[src/rtl/mem_req_ctrl_pkg.sv]
// Shared pipeline package for the execute-to-memory request controller.
// Holds the data and writeback-control widths and the controller state
// encoding, so the controller and its surroundings agree on them.
package mem_req_ctrl_pkg;

    localparam int DATA_W   = 16;
    localparam int WBINFO_W = 8;

    typedef enum logic [1:0] {
        IDLE = 2'd0,
        BUSY = 2'd1,
        HALT = 2'd2
    } state_t;

endpackage

[src/rtl/mem_req_ctrl_sat_counter.sv]
// Saturating event counter used for the memory-stage performance counters.
// Ports:
//   clk   - rising-edge clock
//   inc   - count one event this cycle
//   clear - synchronous clear, wins over inc
//   count - current value, sticks at all-ones instead of wrapping
module sat_counter #(
    parameter int CNT_W = 16
) (
    input  logic             clk,
    input  logic             inc,
    input  logic             clear,
    output logic [CNT_W-1:0] count
);

    always_ff @(posedge clk) begin
        if (clear) begin
            count <= '0;
        end else if (inc && (count != {CNT_W{1'b1}})) begin
            count <= count + CNT_W'(1);
        end
    end

endmodule

[src/rtl/mem_req_ctrl.sv]
// Memory request controller between the execute and writeback stages.
// Accepts one instruction at a time from execute, issues loads/stores to
// the memory stage and holds the request until Done_DM, then hands the
// result to writeback. Non-memory instructions pass straight to writeback.
// A halt (after any memory operation it carries) parks the block forever.
// Ports:
//   clk, rst                      - clock, synchronous active-low reset
//   ex_valid/ex_ready             - execute handshake
//   ex_ALU, ex_writeData          - address/result and store data
//   ex_readEn, ex_MemWrt, ex_HaltSig, ex_wbInfo - qualifiers and wb control
//   ALU, writeData, readEn, MemWrt, HaltSig     - registered memory request
//   readData, Done_DM, Stall_DM, CacheHit       - memory stage status
//   wb_valid, wb_readData, wb_ALU, wb_wbInfo, wb_halt - writeback strobes/data
//   err                           - sticky flag for load+store requests
//   stall_cnt, hit_cnt            - saturating performance counters
module mem_req_ctrl
    import mem_req_ctrl_pkg::*;
#(
    parameter int CNT_W = 16
) (
    input  logic                clk,
    input  logic                rst,
    input  logic                ex_valid,
    input  logic [DATA_W-1:0]   ex_ALU,
    input  logic [DATA_W-1:0]   ex_writeData,
    input  logic                ex_readEn,
    input  logic                ex_MemWrt,
    input  logic                ex_HaltSig,
    input  logic [WBINFO_W-1:0] ex_wbInfo,
    output logic                ex_ready,
    output logic [DATA_W-1:0]   ALU,
    output logic [DATA_W-1:0]   writeData,
    output logic                readEn,
    output logic                MemWrt,
    output logic                HaltSig,
    input  logic [DATA_W-1:0]   readData,
    input  logic                Done_DM,
    input  logic                Stall_DM,
    input  logic                CacheHit,
    output logic                wb_valid,
    output logic [DATA_W-1:0]   wb_readData,
    output logic [DATA_W-1:0]   wb_ALU,
    output logic [WBINFO_W-1:0] wb_wbInfo,
    output logic                wb_halt,
    output logic                err,
    output logic [CNT_W-1:0]    stall_cnt,
    output logic [CNT_W-1:0]    hit_cnt
);

    state_t state, next_state;

    logic                accept;
    logic                is_mem;
    logic                halt_pend;
    logic                halt_done;
    logic [WBINFO_W-1:0] pend_info;
    logic                stall_inc;
    logic                hit_inc;

    // Stall_DM is status only; completion is judged solely by Done_DM.
    logic unused_stall;
    assign unused_stall = Stall_DM;

    assign ex_ready = (state == IDLE);
    assign accept   = ex_valid & ex_ready;
    assign is_mem   = ex_readEn | ex_MemWrt;

    always_ff @(posedge clk) begin
        if (!rst) begin
            state <= IDLE;
        end else begin
            state <= next_state;
        end
    end

    always_comb begin
        next_state = state;
        case (state)
            IDLE: begin
                if (accept) begin
                    if (is_mem) begin
                        next_state = BUSY;
                    end else if (ex_HaltSig) begin
                        next_state = HALT;
                    end
                end
            end
            BUSY: begin
                if (Done_DM) begin
                    next_state = halt_pend ? HALT : IDLE;
                end
            end
            HALT:    next_state = HALT;
            default: next_state = IDLE;
        endcase
    end

    // Request and writeback registers. The strobes default low every cycle
    // so each instruction produces exactly one wb_valid / wb_halt pulse.
    // A load+store request is demoted to a plain store and flagged in err.
    // The halt strobe fires once, on the cycle after HALT is entered, so it
    // always follows the writeback of any memory operation it rode along with.
    always_ff @(posedge clk) begin
        if (!rst) begin
            ALU         <= '0;
            writeData   <= '0;
            readEn      <= 1'b0;
            MemWrt      <= 1'b0;
            HaltSig     <= 1'b0;
            wb_valid    <= 1'b0;
            wb_halt     <= 1'b0;
            wb_readData <= '0;
            wb_ALU      <= '0;
            wb_wbInfo   <= '0;
            err         <= 1'b0;
            halt_pend   <= 1'b0;
            halt_done   <= 1'b0;
            pend_info   <= '0;
        end else begin
            wb_valid <= 1'b0;
            wb_halt  <= 1'b0;
            HaltSig  <= 1'b0;
            case (state)
                IDLE: begin
                    if (accept) begin
                        if (is_mem) begin
                            ALU       <= ex_ALU;
                            writeData <= ex_writeData;
                            readEn    <= ex_readEn & ~ex_MemWrt;
                            MemWrt    <= ex_MemWrt;
                            pend_info <= ex_wbInfo;
                            halt_pend <= ex_HaltSig;
                        end else if (!ex_HaltSig) begin
                            wb_valid    <= 1'b1;
                            wb_readData <= '0;
                            wb_ALU      <= ex_ALU;
                            wb_wbInfo   <= ex_wbInfo;
                        end
                        if (ex_readEn && ex_MemWrt) begin
                            err <= 1'b1;
                        end
                    end
                end
                BUSY: begin
                    if (Done_DM) begin
                        wb_valid    <= 1'b1;
                        wb_readData <= readData;
                        wb_ALU      <= ALU;
                        wb_wbInfo   <= pend_info;
                        readEn      <= 1'b0;
                        MemWrt      <= 1'b0;
                        halt_pend   <= 1'b0;
                    end
                end
                HALT: begin
                    if (!halt_done) begin
                        HaltSig   <= 1'b1;
                        wb_halt   <= 1'b1;
                        halt_done <= 1'b1;
                    end
                end
                default: ;
            endcase
        end
    end

    assign stall_inc = (state == BUSY) & ~Done_DM;
    assign hit_inc   = (state == BUSY) & Done_DM & CacheHit;

    sat_counter #(.CNT_W(CNT_W)) u_stall_cnt (
        .clk   (clk),
        .inc   (stall_inc),
        .clear (~rst),
        .count (stall_cnt)
    );

    sat_counter #(.CNT_W(CNT_W)) u_hit_cnt (
        .clk   (clk),
        .inc   (hit_inc),
        .clear (~rst),
        .count (hit_cnt)
    );

endmodule

[config.mk]
export PLATFORM = sky130hd
export DESIGN_NAME = mem_req_ctrl
export DESIGN_NICKNAME = d
export VERILOG_FILES = /design/src/rtl/mem_req_ctrl_pkg.sv /design/src/rtl/mem_req_ctrl_sat_counter.sv /design/src/rtl/mem_req_ctrl.sv
export SDC_FILE = /design/constraint.sdc
export NUM_CORES = 1
export LEC_CHECK = 0
export ABC_AREA = 1
export CAP_MARGIN = 20
export CORE_MARGIN = 2
export CORE_UTILIZATION = 40
export CTS_BUF_LIST = sky130_fd_sc_hd__clkbuf_8
export CTS_CLUSTER_DIAMETER = 30
export DETAILED_ROUTE_END_ITERATION = 7
export PLACE_DENSITY = 0.74
export SETUP_SLACK_MARGIN = 0.4
export SYNTH_ARGS = -nofsm -noshare
export SYNTH_HDL_FRONTEND = slang
export SYNTH_SLANG_ARGS = --single-unit
[constraint.sdc]
create_clock -name clk -period 1.37 [get_ports clk]
set_input_delay 0.3425 -clock clk [delete_from_list [all_inputs] [get_ports clk]]
set_output_delay 0.3425 -clock clk [all_outputs]
set_load 0.01 [all_outputs]
==> results.sh, run 1 <==
export IMPL_status="finished with violations"
export IMPL_violations="setup timing"
export IMPL_crit_start="u_hit_cnt.count[3]"
export IMPL_cp_end_kind="register"
export IMPL_slew_headroom_pct=71.44
export IMPL_syn_avg_cell_area_um2=6.871
export IMPL_hold_buffers=0
export IMPL_vdd_drop_max_uv=670.4
export IMPL_setup_viol=78
export IMPL_timing_hold_ws_ns=0.3709
export IMPL_detail_route_wl_per_cell_um=16.49
export IMPL_synthArstFlopShare_pct=0
export IMPL_multi_input_area_um2=3497
export IMPL_dieArea_um2=14110
export IMPL_dp_slack_ns=-0.4937
export IMPL_grt_start_max_net_pins=50
export IMPL_crit_arrival_ns=1.81
export IMPL_antenna_found_initial=0
export IMPL_crit_required_ns=1.69
export IMPL_initial_utilization_pct=41.42
export IMPL_synthAdderAreaFrac_pct=0.4748
export IMPL_synth_ff_type="dfxtp_1"
export IMPL_io_pin_count=176
export IMPL_grtUsageTotal_pct=23.80
export IMPL_crit_path_start_kind="register"
export IMPL_clock_sinks=121
export IMPL_vias=6558
export IMPL_r2r_end="u_hit_cnt.count[9]"
export IMPL_dr_pass1_iters=5
export IMPL_yosysWarningCount=0
export IMPL_drt_iter0_drc=549
export IMPL_cts_root_buf="clkbuf_8"
export IMPL_post_route_min_period_ns=1.486
export IMPL_area_growth_pct=97.34
export IMPL_post_route_drc_count=0
export IMPL_p_total_mw=9.255
export IMPL_finalCritPeriodShare_pct=108.4
export IMPL_synth_top_family_by_area="simple AND/OR/NAND/NOR gates"
export IMPL_synth_cell_types=25
export IMPL_synthSimpleGateAreaFrac_pct=30.65
export IMPL_synth_seq_cells=121
export IMPL_rrSetupSlack_ns=-0.12
export IMPL_crit_chain="buf_4 -> nand2_1 -> nor2_1 -> buf_4 -> nand2_1 -> nor2_1 -> nand3_1 -> nand2_1 -> nor2_1"
export IMPL_cts_buffer_depth=2
export IMPL_worst_slew_pin_slew_ns=0.4284
export IMPL_core_area_um2=12720
export IMPL_antenna_left=0
export IMPL_mostFrequentLayoutCells="buf_6 (131), nand2_1 (121), nor2_1 (104), buf_4 (98), dfxtp_2 (80)"
export IMPL_instances_no_fill=1247
export IMPL_endpoint="u_hit_cnt.count[9]"
export IMPL_clk_pin_slew_ns=0.07
export IMPL_worst_r2r_cell_count=9
export IMPL_drive_above_1_share_pct=58.29
export IMPL_final_common_cell="buf_6"
export IMPL_hold_violations=0
export IMPL_num_rows=41
export IMPL_crit_path_top_delay_cell="dfxtp_4"
export IMPL_overflow=0
export IMPL_rsz0062_at_grt="yes"
export IMPL_globalplace_congestion=0.8534
export IMPL_portBuffers=174
export IMPL_place_inst=1123
export IMPL_fp_dieH_um=118.8
export IMPL_htreeDepth=4
export IMPL_register_area_um2=2639
export IMPL_synth_cells=767
export IMPL_grt_pass1_vias=5666
export IMPL_cts_buffers=17
export IMPL_routed_via_density=5.259
export IMPL_synth_area_mux_share_pct=0
export IMPL_fill_cells=740
export IMPL_routed_wl_um=20560
export IMPL_p_per_area_nw_per_um2=889.9
export IMPL_fin_setup_tns_ns=-2.643
export IMPL_hpwl_um=10840
export IMPL_fin_nets=1129
export IMPL_cts_tree="built"
export IMPL_synth_edf_count=0
export IMPL_synth_xor_area_share_pct=0
export IMPL_max_stage_delay_ns=0.35
export IMPL_clk_latency_ns=0.45
export IMPL_hold_path_class="in -> reg"
export IMPL_seq_area_frac_synth_pct=45.96
export IMPL_die_w_um=118.8
export IMPL_synth_compound_area_share_pct=15.41
export IMPL_syn_num_nets=834
export IMPL_fin_skew_ns=0.01736
export IMPL_reg2reg_from="u_hit_cnt.count[3]"
export IMPL_p_leak_nw=4.267
export IMPL_grt_first_pass_wirelength_um=27330
export IMPL_crit_type="reg -> reg"
export IMPL_maxSlewViolCount=0
export IMPL_syn_cell_area_um2=5270
export IMPL_fmax_mhz=673.1
export IMPL_timing_final_ws_setup_ns=-0.1157
export IMPL_maxCapViolations=0
export IMPL_worstPathMaxFanout=4
[synth_stat cells, drive strengths merged, types with 2 or more instances]
master	n	area (um^2)
a21oi	82	410.4
buf	23	117.6
clkbuf	20	75.07
clkinv	2	7.510
dfxtp	121	2422
ha	2	25.02
inv	52	195.2
nand2	155	584.3
nand3	70	350.3
nand4	7	62.56
nor2	148	570.6
nor3	5	41.29
o21ai	77	385.4
[worst min-delay path by stage]
stage,slack (ns),cells after the start,to,from
final,0.37,4,writeData[8],rst
after global routing,0.37,4,writeData[13],rst
after CTS,0.34,4,state[0],rst
after detailed placement,0.42,1,wb_halt,halt_done
after global placement,0.41,1,wb_halt,halt_done
after floorplan,0.40,1,wb_halt,halt_done
[final cells by class]
type / count / area share, %
multi-input combinational: 549 / 33.63
antenna: 1 / 0.02406
inverter: 54 / 2.081
timing repair buffer: 319 / 32.87
clock inverter: 12 / 1.444
tap: 172 / 2.069
clock buffer: 19 / 2.514
sequential: 121 / 25.37
[registers in the layout (all words and copies together) (netlist names), 2 cells and up]
register           flops
ALU                   16
u_hit_cnt.count       16
u_stall_cnt.count     16
wb_ALU                16
wb_readData           16
writeData             16
pend_info              8
wb_wbInfo              8
state                  2
[report_power, final]
part / total (mW) / switching, mW / internal (mW)
Sequential: 3.83 / 0.147 / 3.68
Clock: 3.40 / 1.52 / 1.88
Combinational: 2.03 / 0.970 / 1.06
[per-stage QoR]
step           util, %  area, um^2
2_1_floorplan        -        5792
3_3_place_gp     62.21        7914
6_report         81.75       10400
4_1_cts          73.79        9388
5_1_grt          81.73       10400
3_5_place_dp     62.21        7914
[routing by layer]
metal,GRT usage (%),wire length (um),vias to the layer above
met5,0,0,-
li1,-,-,3097
met1,29.83,8493,3123
met3,6.129,1181,55
met4,8.482,548,0
met2,39.48,10330,283
[kinds of logic after synthesis]
family / Yosys count
AO/OA/AOI/OAI: 161
flip-flops: 121
buffers and inverters: 97
adder cells (fa/ha/maj): 2
AND/OR/NAND/NOR: 386
[what timing repair did]
| item | CTS | global route |
|---|---|---|
| pin swaps | 59 | 74 |
| cloned | 3 | 9 |
| hold endpoints to repair | 0 | 0 |
| setup buffers | 41 | 39 |
| setup endpoints to repair | 229 | 229 |
| resized for setup | 763 | 146 |
[critical path: cells and delay by family, from the launching register on]
family / cells / cell delay [ns]
buf+inv: 2 / 0.30
simple gates: 7 / 0.71
flops: 1 / 0.35
Power figures use the tool's default switching activity.
==> run 2, diff against run 1 <==
--- a/config.mk
+++ b/config.mk
@@ -13,7 +13,6 @@
 export CTS_CLUSTER_DIAMETER = 30
 export DETAILED_ROUTE_END_ITERATION = 7
 export PLACE_DENSITY = 0.74
-export SETUP_SLACK_MARGIN = 0.4
 export SYNTH_ARGS = -nofsm -noshare
 export SYNTH_HDL_FRONTEND = slang
 export SYNTH_SLANG_ARGS = --single-unit
==> run 2 against run 1 <==
Net effect:
- the flow still finishes with violations (setup timing)
- critical path depth grew 1
- worst setup slack lost 0.088 ns
- die area is the same
- sequential cell count is the same
- sequential power shrank 1%
- power shrank 9.3%
- cell count shrank 2.3%
- global-route usage shrank 0.88 points
- critical path type unchanged
- critical endpoint is now u_hit_cnt.count[14]
==> results.sh, run 2 (same netlist as run 1, synthesis figures left out) <==
export IMPL_n_antenna_cell=0
export IMPL_clk_latency_ns=0.44
export IMPL_area_growth_pct=69.97
export IMPL_grtUsageMet1_pct=27.07
export IMPL_dr_pass1_iters=5
export IMPL_use_met3_pct=8.832
export IMPL_portBuffers=174
export IMPL_fp_dieH_um=118.8
export IMPL_grt_pass1_vias=5581
export IMPL_finalCritPeriodShare_pct=114.9
export IMPL_drive_above_1_share_pct=43.12
export IMPL_antenna_left=0
export IMPL_die_w_um=118.8
export IMPL_cp_end_kind="register"
export IMPL_final_common_cell="nand2_1"
export IMPL_crit_path_start_kind="register"
export IMPL_cts_tree="built"
export IMPL_grt_first_pass_wirelength_um=26230
export IMPL_antenna_found_initial=1
export IMPL_dieArea_um2=14110
export IMPL_worstPathMaxFanout=3
export IMPL_grt_start_max_net_pins=55
export IMPL_place_area_um2=7675
export IMPL_crit_type="reg -> reg"
export IMPL_fmax_mhz=635.5
export IMPL_cts_buffer_depth=2
export IMPL_multi_input_area_um2=3187
export IMPL_fin_nets=1100
export IMPL_p_leak_nw=3.957
export IMPL_critPathBufInv=2
export IMPL_num_rows=41
export IMPL_grt_use_met2_pct=37.43
export IMPL_status="finished with violations"
export IMPL_hold_buffers=0
export IMPL_routed_wl_um=19550
export IMPL_cts_buffers=17
export IMPL_core_area_um2=12720
export IMPL_overflow=0
export IMPL_busiest_layer="met2"
export IMPL_register_area_um2=2526
export IMPL_clk_pin_slew_ns=0.06
export IMPL_post_route_min_period_ns=1.574
export IMPL_critPathTopFamily="simple AND/OR/NAND/NOR gates"
export IMPL_grtUsageTotal_pct=22.93
export IMPL_slew_headroom_pct=76.04
export IMPL_crit_path_top_delay_cell="dfxtp_2"
export IMPL_maxSlewViolCount=0
export IMPL_mostFrequentLayoutCells="nand2_1 (139), buf_2 (107), nor2_1 (95), buf_4 (72), dfxtp_1 (64)"
export IMPL_hpwl_um=10840
export IMPL_hold_violations=0
export IMPL_maxCapViolations=0
export IMPL_rsz0062_at_grt="yes"
export IMPL_p_total_mw=8.390
export IMPL_worst_slew_pin_slew_ns=0.3556
export IMPL_clock_sinks=121
export IMPL_hold_path_class="in -> reg"
export IMPL_setup_viol=75
export IMPL_timing_final_ws_setup_ns=-0.2037
export IMPL_timing_hold_ws_ns=0.2518
export IMPL_fill_cells=1047
export IMPL_routed_via_density=5.234
export IMPL_crit_required_ns=1.70
export IMPL_cts_root_buf="clkbuf_8"
export IMPL_fin_area_um2=8957
export IMPL_violations="setup timing"
export IMPL_crit_chain="buf_6 -> ha_4 -> nand3_4 -> buf_4 -> nor2_4 -> nand2_1 -> nor2_4 -> nand3_2 -> nand2_1 -> nor2_2"
export IMPL_crit_arrival_ns=1.90
export IMPL_vdd_drop_max_uv=677.6
export IMPL_initial_utilization_pct=41.42
export IMPL_vias=6375
export IMPL_detail_route_wl_per_cell_um=16.05
export IMPL_globalplace_congestion=0.8920
export IMPL_post_route_drc_count=0
export IMPL_p_per_area_nw_per_um2=936.6
export IMPL_utilization_pct=70.41
export IMPL_fin_skew_ns=0.008564
export IMPL_max_stage_delay_ns=0.35
export IMPL_htreeDepth=4
export IMPL_drt_iter0_drc=464
export IMPL_io_pin_count=176
## run 2: final timing paths
kind                                       endpoint                from  cells past startpoint  slack [ns]
worst max-delay path            u_hit_cnt.count[14]  u_hit_cnt.count[0]                     10       -0.20
worst min-delay path                       wb_valid                 rst                      3        0.25
worst max register to register  u_hit_cnt.count[14]  u_hit_cnt.count[0]                     10       -0.20
worst min register to register              wb_halt           halt_done                      1        0.42
## run 2: report_power, final
| group | leakage, nW | internal (mW) | total, mW | switching, mW |
|---|---|---|---|---|
| Combinational | 2.73 | 0.723 | 1.53 | 0.807 |
| Clock | 0.210 | 1.66 | 3.07 | 1.41 |
| Sequential | 1.02 | 3.69 | 3.79 | 0.0983 |
| Total | 3.96 | 6.08 | 8.39 | 2.31 |
## run 2: layout make-up
| class | instances | area share (%) |
|---|---|---|
| Multi-Input combinational cell | 552 | 35.58 |
| Clock inverter | 13 | 1.257 |
| Sequential cell | 121 | 28.20 |
| Inverter | 54 | 2.431 |
| Clock buffer | 19 | 2.919 |
| Tap cell | 172 | 2.403 |
| Timing Repair Buffer | 287 | 27.21 |
## run 2: tightest hold or removal path, stage by stage
cell and delay [ns]:
buf_2 0.15, clkinv_1 0.12, nor2_2 0.05
## run 2: timing repair
item / in CTS / in global routing
pin swaps: 9 / 50
setup buffers: 20 / 16
endpoints found under the setup margin: 179 / 118
gates resized for setup: 529 / 212
gates cloned: 2 / 11
## run 2: per-layer routing
layer | share of wire [%] | routed length, um
met5 | 0.087 | 17
met4 | 3.7 | 722
met3 | 7.2 | 1403
met2 | 49 | 9554
met1 | 40 | 7856
## run 2: metrics by stage
stage / setup TNS [ns] / setup WS (ns) / cells
floorplan: -0.01782 / -0.006432 / 767
global placement: -40.23 / -0.3943 / 1141
detailed placement: -42.83 / -0.4396 / 1141
CTS: -0.9286 / -0.07035 / 1195
global route: -10.93 / -0.2644 / 1218
finish: -3.520 / -0.2037 / 1218
